==> src/rtl/jt89_gg_pan_ctrl_if.sv <==
`default_nettype none
// ============================================================================
//  Module      : jt89_gg_pan_ctrl_if
//  Description : Bus bundle between the Game Gear stereo register writer and
//                the pan fade controller (write strobe, data, fade step
//                enable, and the pan / fade weight / status results).
//  Revision    : 1.0 - initial release
// ============================================================================
interface jt89_gg_pan_ctrl_if;
    logic       cen_16;
    logic       wr;
    logic [7:0] din;
    logic [7:0] pan;
    logic [3:0] vol;
    logic       busy;
    logic [7:0] dout;

    // Writer / host side
    modport master (
        output cen_16,
        output wr,
        output din,
        input  pan,
        input  vol,
        input  busy,
        input  dout
    );

    // Pan controller side
    modport slave (
        input  cen_16,
        input  wr,
        input  din,
        output pan,
        output vol,
        output busy,
        output dout
    );
endinterface
`default_nettype wire

==> src/rtl/jt89_gg_pan_ctrl.sv <==
`default_nettype none
// ============================================================================
//  Module      : jt89_gg_pan_ctrl
//  Description : Game Gear stereo (port 0x06) pan controller. With the
//                JT89_PAN_FADE_EN macro defined, a pan change fades the
//                output weight down to silence, swaps the pan word, then
//                fades back up, so no channel ever jumps in or out at level.
//                Without the macro, writes are applied directly.
//  Revision    : 1.0 - initial release
// ============================================================================
module jt89_gg_pan_ctrl (
    input  wire                  clk,
    input  wire                  rst,    // synchronous, active-low
    jt89_gg_pan_ctrl_if.slave    bus
);

    localparam logic [7:0] c_PAN_RESET = 8'hFF;
    localparam logic [3:0] c_VOL_MAX   = 4'hF;
    localparam logic [3:0] c_VOL_MIN   = 4'h0;

    wire       w_wr  = bus.wr;
    wire [7:0] w_din = bus.din;

    logic [7:0] r_pan;
    logic [7:0] r_pend;

`ifdef JT89_PAN_FADE_EN

    typedef enum logic [1:0] {
        ST_IDLE     = 2'd0,
        ST_FADE_OUT = 2'd1,
        ST_SWAP     = 2'd2,
        ST_FADE_IN  = 2'd3
    } state_t;

    state_t     r_state;
    logic [3:0] r_vol;
    logic       r_busy;

    wire w_cen      = bus.cen_16;
    wire w_wr_diff  = w_wr && (w_din != r_pan);

    // Fade state machine: pending register, fade weight, pan swap and busy flag
    always_ff @(posedge clk) begin
        if (!rst) begin
            r_state <= ST_IDLE;
            r_pan   <= c_PAN_RESET;
            r_pend  <= c_PAN_RESET;
            r_vol   <= c_VOL_MAX;
            r_busy  <= 1'b0;
        end else begin
            // Every write lands in the pending register, whatever the state
            if (w_wr) begin
                r_pend <= w_din;
            end

            case (r_state)
                ST_IDLE: begin
                    if (w_wr_diff) begin
                        r_state <= ST_FADE_OUT;
                        r_busy  <= 1'b1;
                    end
                end

                ST_FADE_OUT: begin
                    // Writes here only refresh pend; the swap picks up the latest
                    if (w_cen) begin
                        if (r_vol == c_VOL_MIN) begin
                            r_state <= ST_SWAP;
                        end else begin
                            r_vol <= r_vol - 4'd1;
                        end
                    end
                end

                ST_SWAP: begin
                    // A write arriving on the swap clock itself is the newest value
                    r_pan   <= w_wr ? w_din : r_pend;
                    r_state <= ST_FADE_IN;
                end

                ST_FADE_IN: begin
                    if (w_cen && (r_vol != c_VOL_MAX)) begin
                        r_vol <= r_vol + 4'd1;
                    end
                    // A new differing write reverses direction from the current level
                    if (w_wr_diff) begin
                        r_state <= ST_FADE_OUT;
                    end else if (w_cen && (r_vol == c_VOL_MAX)) begin
                        r_state <= ST_IDLE;
                        r_busy  <= 1'b0;
                    end
                end

                default: begin
                    r_state <= ST_IDLE;
                    r_busy  <= 1'b0;
                end
            endcase
        end
    end

    assign bus.vol  = r_vol;
    assign bus.busy = r_busy;

`else

    // The fade step enable has no consumer when the fade is compiled out
    wire w_unused_cen = bus.cen_16;

    // Direct path: each write goes straight to both pan and pend
    always_ff @(posedge clk) begin
        if (!rst) begin
            r_pan  <= c_PAN_RESET;
            r_pend <= c_PAN_RESET;
        end else if (w_wr) begin
            r_pan  <= w_din;
            r_pend <= w_din;
        end
    end

    assign bus.vol  = c_VOL_MAX;
    assign bus.busy = 1'b0;

`endif

    assign bus.pan  = r_pan;
    assign bus.dout = r_pend;

endmodule
`default_nettype wire

==> src/flat_wrapper.sv <==
// flat-port wrapper written by rule: the top's interface ports become plain ports
module jt89_gg_pan_ctrl_flat 
  (clk, rst, bus_cen_16, bus_wr, bus_din, bus_pan, bus_vol, bus_busy, bus_dout);
  jt89_gg_pan_ctrl_if bus_i ();
  input  wire clk;
  input  wire rst;
  input wire logic [$bits(bus_i.cen_16)-1:0] bus_cen_16;
  input wire logic [$bits(bus_i.wr)-1:0] bus_wr;
  input wire logic [$bits(bus_i.din)-1:0] bus_din;
  output wire logic [$bits(bus_i.pan)-1:0] bus_pan;
  output wire logic [$bits(bus_i.vol)-1:0] bus_vol;
  output wire logic [$bits(bus_i.busy)-1:0] bus_busy;
  output wire logic [$bits(bus_i.dout)-1:0] bus_dout;
  assign bus_i.cen_16 = bus_cen_16;
  assign bus_i.wr = bus_wr;
  assign bus_i.din = bus_din;
  assign bus_pan = bus_i.pan;
  assign bus_vol = bus_i.vol;
  assign bus_busy = bus_i.busy;
  assign bus_dout = bus_i.dout;
  jt89_gg_pan_ctrl u_core (.clk(clk), .rst(rst), .bus(bus_i));
endmodule
==> config.mk <==
export PLATFORM = sky130hd
export DESIGN_NAME = jt89_gg_pan_ctrl_flat
export DESIGN_NICKNAME = d
export VERILOG_FILES = /design/src/rtl/jt89_gg_pan_ctrl_if.sv /design/src/rtl/jt89_gg_pan_ctrl.sv /design/src/flat_wrapper.sv
export SDC_FILE = /design/constraint.sdc
export NUM_CORES = 1
export LEC_CHECK = 0
export CORE_AREA = 2 2 39 41
export CTS_CLUSTER_DIAMETER = 30
export CTS_CLUSTER_SIZE = 14
export DETAILED_ROUTE_END_ITERATION = 8
export DIE_AREA = 0 0 41 43
export PLACE_DENSITY = 0.75
export SYNTH_ARGS = -nofsm -noshare
export SYNTH_HDL_FRONTEND = slang
export SYNTH_SLANG_ARGS = --single-unit
export TNS_END_PERCENT = 100
==> constraint.sdc <==
create_clock -name clk -period 1.1 [get_ports clk]
set_input_delay 0.165 -clock clk [delete_from_list [all_inputs] [get_ports clk]]
set_output_delay 0.165 -clock clk [all_outputs]
set_load 0.02 [all_outputs]
==> qor.yml, run 1 <==
run:
  cap_violations: 0
placement:
  hpwl_um: 569
  placed_cell_area_um2: 589
  dpl.cell_count: 72
  place_congestion: 0.620
  portBuffers: 26
cts:
  cts_tree: "done"
  clockBufferDepth: 2
  cts_root_buf: "clkbuf_4"
  cts.sink_count: 8
  clock_latency_ps: 250
  ctsHoldBuffers: 0
  numCtsBuffers: 3
  htreeDepth: 1
  cts.clk_slew.worst_paths_ps: 60
  post_cts_buffers: 0
logic_synthesis:
  synth.distinct_cells: 7
  synth.avg_cell_area_um2: 9.52
  synth-warning-count: 0
  synthesis.area_um2: 390
  ys_ff_latch: 8
  yosysTopAreaCell: "dfxtp_1"
  syn_inst: 41
  yosysTopAreaCellShare_pct: 41.0
  synthTopCellsByArea: "dfxtp_1 (41%), buf_4 (25%), mux2i_1 (21%)"
  ys_seq_area_share_pct: 41.0
sta:
  setup_tns_ps: 0
  rsz0062_at_grt: "true"
  fmax_mhz: 923
  hold_violations: 0
  setup_viol: 0
  holdWs_ps: 502
  period_minus_slack_ps: 1080
  slew_violations: 0
  timing.final.crit_share_pct: 98.5
  clock_skew_ps: 0
hold_path:
  hold_path.class: "reg2reg"
setup_path:
  worstPathArrival_ps: 920
  path_class: "reg2out"
  critPathCapture: "bus_pan[6]"
  critical-path-max-stage-delay_ps: 340
  cp-startpoint: "u_core.bus.pan[6]$_SDFFE_PN1P_"
  crit_buf_inv: 1
  critPathSlowestCell: "dfxtp_1"
  crit_chain: "dlygate4sd2_1"
  r2r-end: "u_core.bus.pan[6]$_SDFFE_PN1P_"
  rrSetupSlack_ps: 450
  critPathLaunchType: "flop"
  r2r-start: "u_core.bus.pan[6]$_SDFFE_PN1P_"
  critPathCaptureType: "primary output"
  required_ps: 940
  crit_cells: 1
  cp_max_fo: 3
  critical_path.top_delay_family: "flip-flops"
  ff2ff_path_depth: 2
layout:
  area_growth_pct: 39.4
  diodes: 0
  finalNetCount: 73
  drive_gt1_share_pct: 28.8
  fin_cells: 75
  fin_area_um2: 544
  final_cell_mix: "clkbuf_2 (13), clkdlybuf4s50_1 (10), mux2i_1 (8), nand2_1 (8), dfxtp_1 (8)"
  layout_commonest_cell: "clkbuf_2"
  largest_reg_flops: 8
routing:
  drt-initial-drc-count: 0
  via_per_inst: 3.99
  antenna_left: 0
  num_vias: 299
  route.detailed.drc: 0
  wire_per_inst_um: 10.1
  routed_wl_um: 759
  first_pass_iters: 1
global_route:
  grt_max_degree: 9
  grt_pass1_wl_um: 1060
  grt_usage_pct: 9.58
  overflow: 0
  antenna_found_initial: 0
  grt_pass1_vias: 262
power_and_ir_drop:
  power_density_mw_per_mm2: 1320
  leakagePower_nw: 0.266
  ir_drop_uv: 482
  finalPower_mw: 0.716
die:
  core_mm2: 0.00138
  die_h_um: 43
  row_count: 14
  start_util_pct: 28.2
  die-area_mm2: 0.00176
  pin_count: 33
  fp.dieW_um: 41
status:
  status: "finished, final reports clean"
synthesized netlist by cell type (all sizes together):
master  number
nand2        8
dfxtp        8
mux2i        8
conb         2
buf         15
routing by layer:
| metal | vias to the layer above | track usage, % | part of all wire, % |
|---|---|---|---|
| met4 | 0 | 10.0 | 0 |
| met3 | 0 | 3.66 | 12 |
| met5 | - | 0 | 0 |
| li1 | 145 | - | - |
| met1 | 136 | 10.1 | 42 |
| met2 | 18 | 13.1 | 46 |
through the flow:
stage,worst slack [ps],util [%]
detailed placement,-126,42.6
global placement,-92.5,42.6
CTS,-15.2,43.7
finish,16.1,39.3
global route,-25.3,39.3
floorplan,320,-
what timing repair did:
item | in CTS | in global routing
endpoints found under the setup margin | 16 | 14
hold endpoints to repair | 0 | 0
gates cloned | 0 | 0
gates resized for setup | 26 | 17
where the power goes:
part           total (mW)  internal, mW  switching [mW]
logic               0.175        0.0789          0.0961
clock network       0.221         0.125          0.0966
registers           0.320         0.308          0.0120
total               0.716         0.511           0.205
worst min-delay path by stage:
| stage | startpoint | endpoint | slack, ps | depth (start not counted) |
|---|---|---|---|---|
| after detailed placement | u_core.bus.pan[1]$_SDFFE_PN1P_ | u_core.bus.pan[1]$_SDFFE_PN1P_ | 490 | 2 |
| after floorplan | bus_din[0] | u_core.bus.pan[0]$_SDFFE_PN1P_ | 290 | 2 |
| after CTS | u_core.bus.pan[5]$_SDFFE_PN1P_ | u_core.bus.pan[5]$_SDFFE_PN1P_ | 500 | 2 |
| final | u_core.bus.pan[4]$_SDFFE_PN1P_ | u_core.bus.pan[4]$_SDFFE_PN1P_ | 500 | 2 |
| after global placement | u_core.bus.pan[7]$_SDFFE_PN1P_ | u_core.bus.pan[7]$_SDFFE_PN1P_ | 480 | 2 |
| after global routing | bus_din[4] | u_core.bus.pan[4]$_SDFFE_PN1P_ | 510 | 3 |
final cells by class:
class	instances	area [um2]
fill	151	840
timing repair buffer	27	213
sequential	8	160
multi-input combinational	21	129
clock buffer	3	22.5
tap	16	20.0
cell families after synthesis:
kind of cell           after synthesis  synth area share (%)
other                                2                  1.92
buffers and inverters               15                  28.8
flip-flops                           8                  41.0
AND/OR/NAND/NOR                      8                  7.69
multiplexers                         8                  20.5
No activity file was read; power rests on OpenSTA's default activity.
==> run 2: changes to the inputs <==
--- a/config.mk
+++ b/config.mk
@@ -7,7 +7,6 @@
 export LEC_CHECK = 0
 export CORE_AREA = 2 2 39 41
 export CTS_CLUSTER_DIAMETER = 30
-export CTS_CLUSTER_SIZE = 14
 export DETAILED_ROUTE_END_ITERATION = 8
 export DIE_AREA = 0 0 41 43
 export PLACE_DENSITY = 0.75
==> constraint.sdc (replaced) <==
create_clock -name clk -period 1.1 [get_ports clk]
set_input_delay 0.165 -clock clk [delete_from_list [all_inputs] [get_ports clk]]
set_output_delay 0.165 -clock clk [all_outputs]
set_load 0.01 [all_outputs]
==> run 2 against run 1 <==
  * Global-route usage is 0.10 points higher
  * Via count is 0.33% lower
  * Final cell count stayed put
  * Sequential power hardly changed
  * Die area stayed put
  * Largest power group unchanged
==> qor.yml, run 2 (synthesis gave the netlist of run 1 again) <==
setup_path:
  critPathLaunchType: "flop"
  cp_max_fo: 3  # unchanged
  critical_path.top_delay_family: "flip-flops"
  worstPathArrival_ps: 870  # -50 ps
  critPathSlowestCell: "dfxtp_1"
  critical-path-max-stage-delay_ps: 340  # about the same
  required_ps: 940  # about the same
  rrSetupSlack_ps: 450  # about the same
  critPathCaptureType: "primary output"
  path_class: "reg2out"
  crit_buf_inv: 1  # unchanged
  crit_chain: "dlygate4sd2_1"
layout:
  diodes: 0  # unchanged
  drive_gt1_share_pct: 6.78  # -22 points
  final_cell_mix: "dlygate4sd2_1 (16), clkdlybuf4s50_1 (10), mux2i_1 (8), nand2_1 (8), dfxtp_1 (8)"
  finalNetCount: 73  # unchanged
  area_growth_pct: 51.6
  layout_commonest_cell: "dlygate4sd2_1"
  largest_reg_flops: 8  # unchanged
  post-route-util_pct: 42.8  # +3.4 points
  fin_cells: 75  # unchanged
die:
  die-area_mm2: 0.00176  # unchanged
  start_util_pct: 28.2  # unchanged
  core_mm2: 0.00138  # unchanged
  fp.dieW_um: 41  # unchanged
  row_count: 14  # unchanged
  pin_count: 33  # unchanged
  die_h_um: 43  # unchanged
global_route:
  grt_usage_pct: 9.68  # +0.10 points
  grt_pass1_wl_um: 1070  # +1.3%
  grt_pass1_vias: 268  # +2.3%
  overflow: 0  # unchanged
  antenna_found_initial: 0  # unchanged
  grt_max_degree: 9  # unchanged
sta:
  clock_skew_ps: 0  # unchanged
  period_minus_slack_ps: 1030  # -50.7 ps
  setup_viol: 0  # unchanged
  hold_violations: 0  # unchanged
  rsz0062_at_grt: "false"
  fmax_mhz: 968  # +4.9%
  timing.final.crit_share_pct: 93.9  # -4.6 points
  slew_violations: 0  # unchanged
power_and_ir_drop:
  leakagePower_nw: 0.258  # -3.2%
  power_density_mw_per_mm2: 1170  # -11%
  finalPower_mw: 0.690  # -3.7%
  ir_drop_uv: 477  # -1.0%
routing:
  drt-initial-drc-count: 0  # unchanged
  antenna_left: 0  # unchanged
  via_per_inst: 3.97  # -0.33%
  routed_wl_um: 758  # -0.13%
  wire_per_inst_um: 10.1  # -0.13%
  route.detailed.drc: 0  # unchanged
  first_pass_iters: 1  # unchanged
  num_vias: 298  # -0.33%
cts:
  post_cts_buffers: 0  # unchanged
  cts_tree: "done"
  clock_latency_ps: 250  # about the same
  clockBufferDepth: 2  # unchanged
  ctsHoldBuffers: 0  # unchanged
  htreeDepth: 1  # unchanged
  cts.clk_slew.worst_paths_ps: 60  # about the same
  cts.sink_count: 8  # unchanged
  cts_root_buf: "clkbuf_4"
  numCtsBuffers: 3  # unchanged
hold_path:
  hold_path.class: "reg2reg"
run:
  cap_violations: 0  # unchanged
placement:
  hpwl_um: 569  # unchanged
  dpl.cell_count: 72  # unchanged
  portBuffers: 26  # unchanged
  place_congestion: 0.620  # unchanged
status:
  status: "finished, final reports clean"
==> run 2: changes by cell type in the layout (fill, tap and decap cells not counted), sizes merged <==
cell / before / now
clkdlybuf4s15: 1 / 0
clkbuf: 16 / 3
dlygate4sd2: 2 / 16
==> run 2: path summary, 6_finish.rpt <==
check,start,to,cells past startpoint
setup / recovery,u_core.bus.pan[0]$_SDFFE_PN1P_,bus_dout[0],1
hold / removal,u_core.bus.pan[4]$_SDFFE_PN1P_,u_core.bus.pan[4]$_SDFFE_PN1P_,2
setup reg to reg,u_core.bus.pan[6]$_SDFFE_PN1P_,u_core.bus.pan[6]$_SDFFE_PN1P_,2
hold reg to reg,u_core.bus.pan[4]$_SDFFE_PN1P_,u_core.bus.pan[4]$_SDFFE_PN1P_,2
==> run 2: through the flow <==
| step | TNS [ps] | cell area, um2 | worst slack, ps | hold WS [ps] |
|---|---|---|---|---|
| global route | 0 | 592 | 5.83 | 502 |
| CTS | 0 | 592 | 50.4 | 494 |
| global placement | -698 | 589 | -92.5 | 477 |
| detailed placement | -851 | 589 | -126 | 491 |
| floorplan | 0 | 402 | 429 | 293 |
| finish | 0 | 592 | 66.8 | 491 |
==> run 2: report_power, final <==
part           leakage, nW  switching, mW  internal, mW  total, mW
sequential          0.0663         0.0107         0.308      0.318
clock               0.0138         0.0977         0.125      0.222
combinational        0.178         0.0624        0.0863      0.149
==> run 2: metal layers <==
metal	global-route usage (%)	vias up	routed length, um
met3	3.66	0	98
met2	13.1	18	345
li1	-	145	-
met4	10.0	0	0
met5	0	-	0
met1	10.4	135	315
==> run 2: area by class of cell <==
type                       count  area (um2)
fill                         146         792
timing repair buffer          27         260
sequential                     8         160
multi-input combinational     21         129
clock buffer                   3        22.5
tap                           16        20.0
==> run 2: timing repair <==
action                     4_1_cts  5_1_grt
hold endpoints to repair         0        0
resized for setup               16        0
setup endpoints to repair       16        0
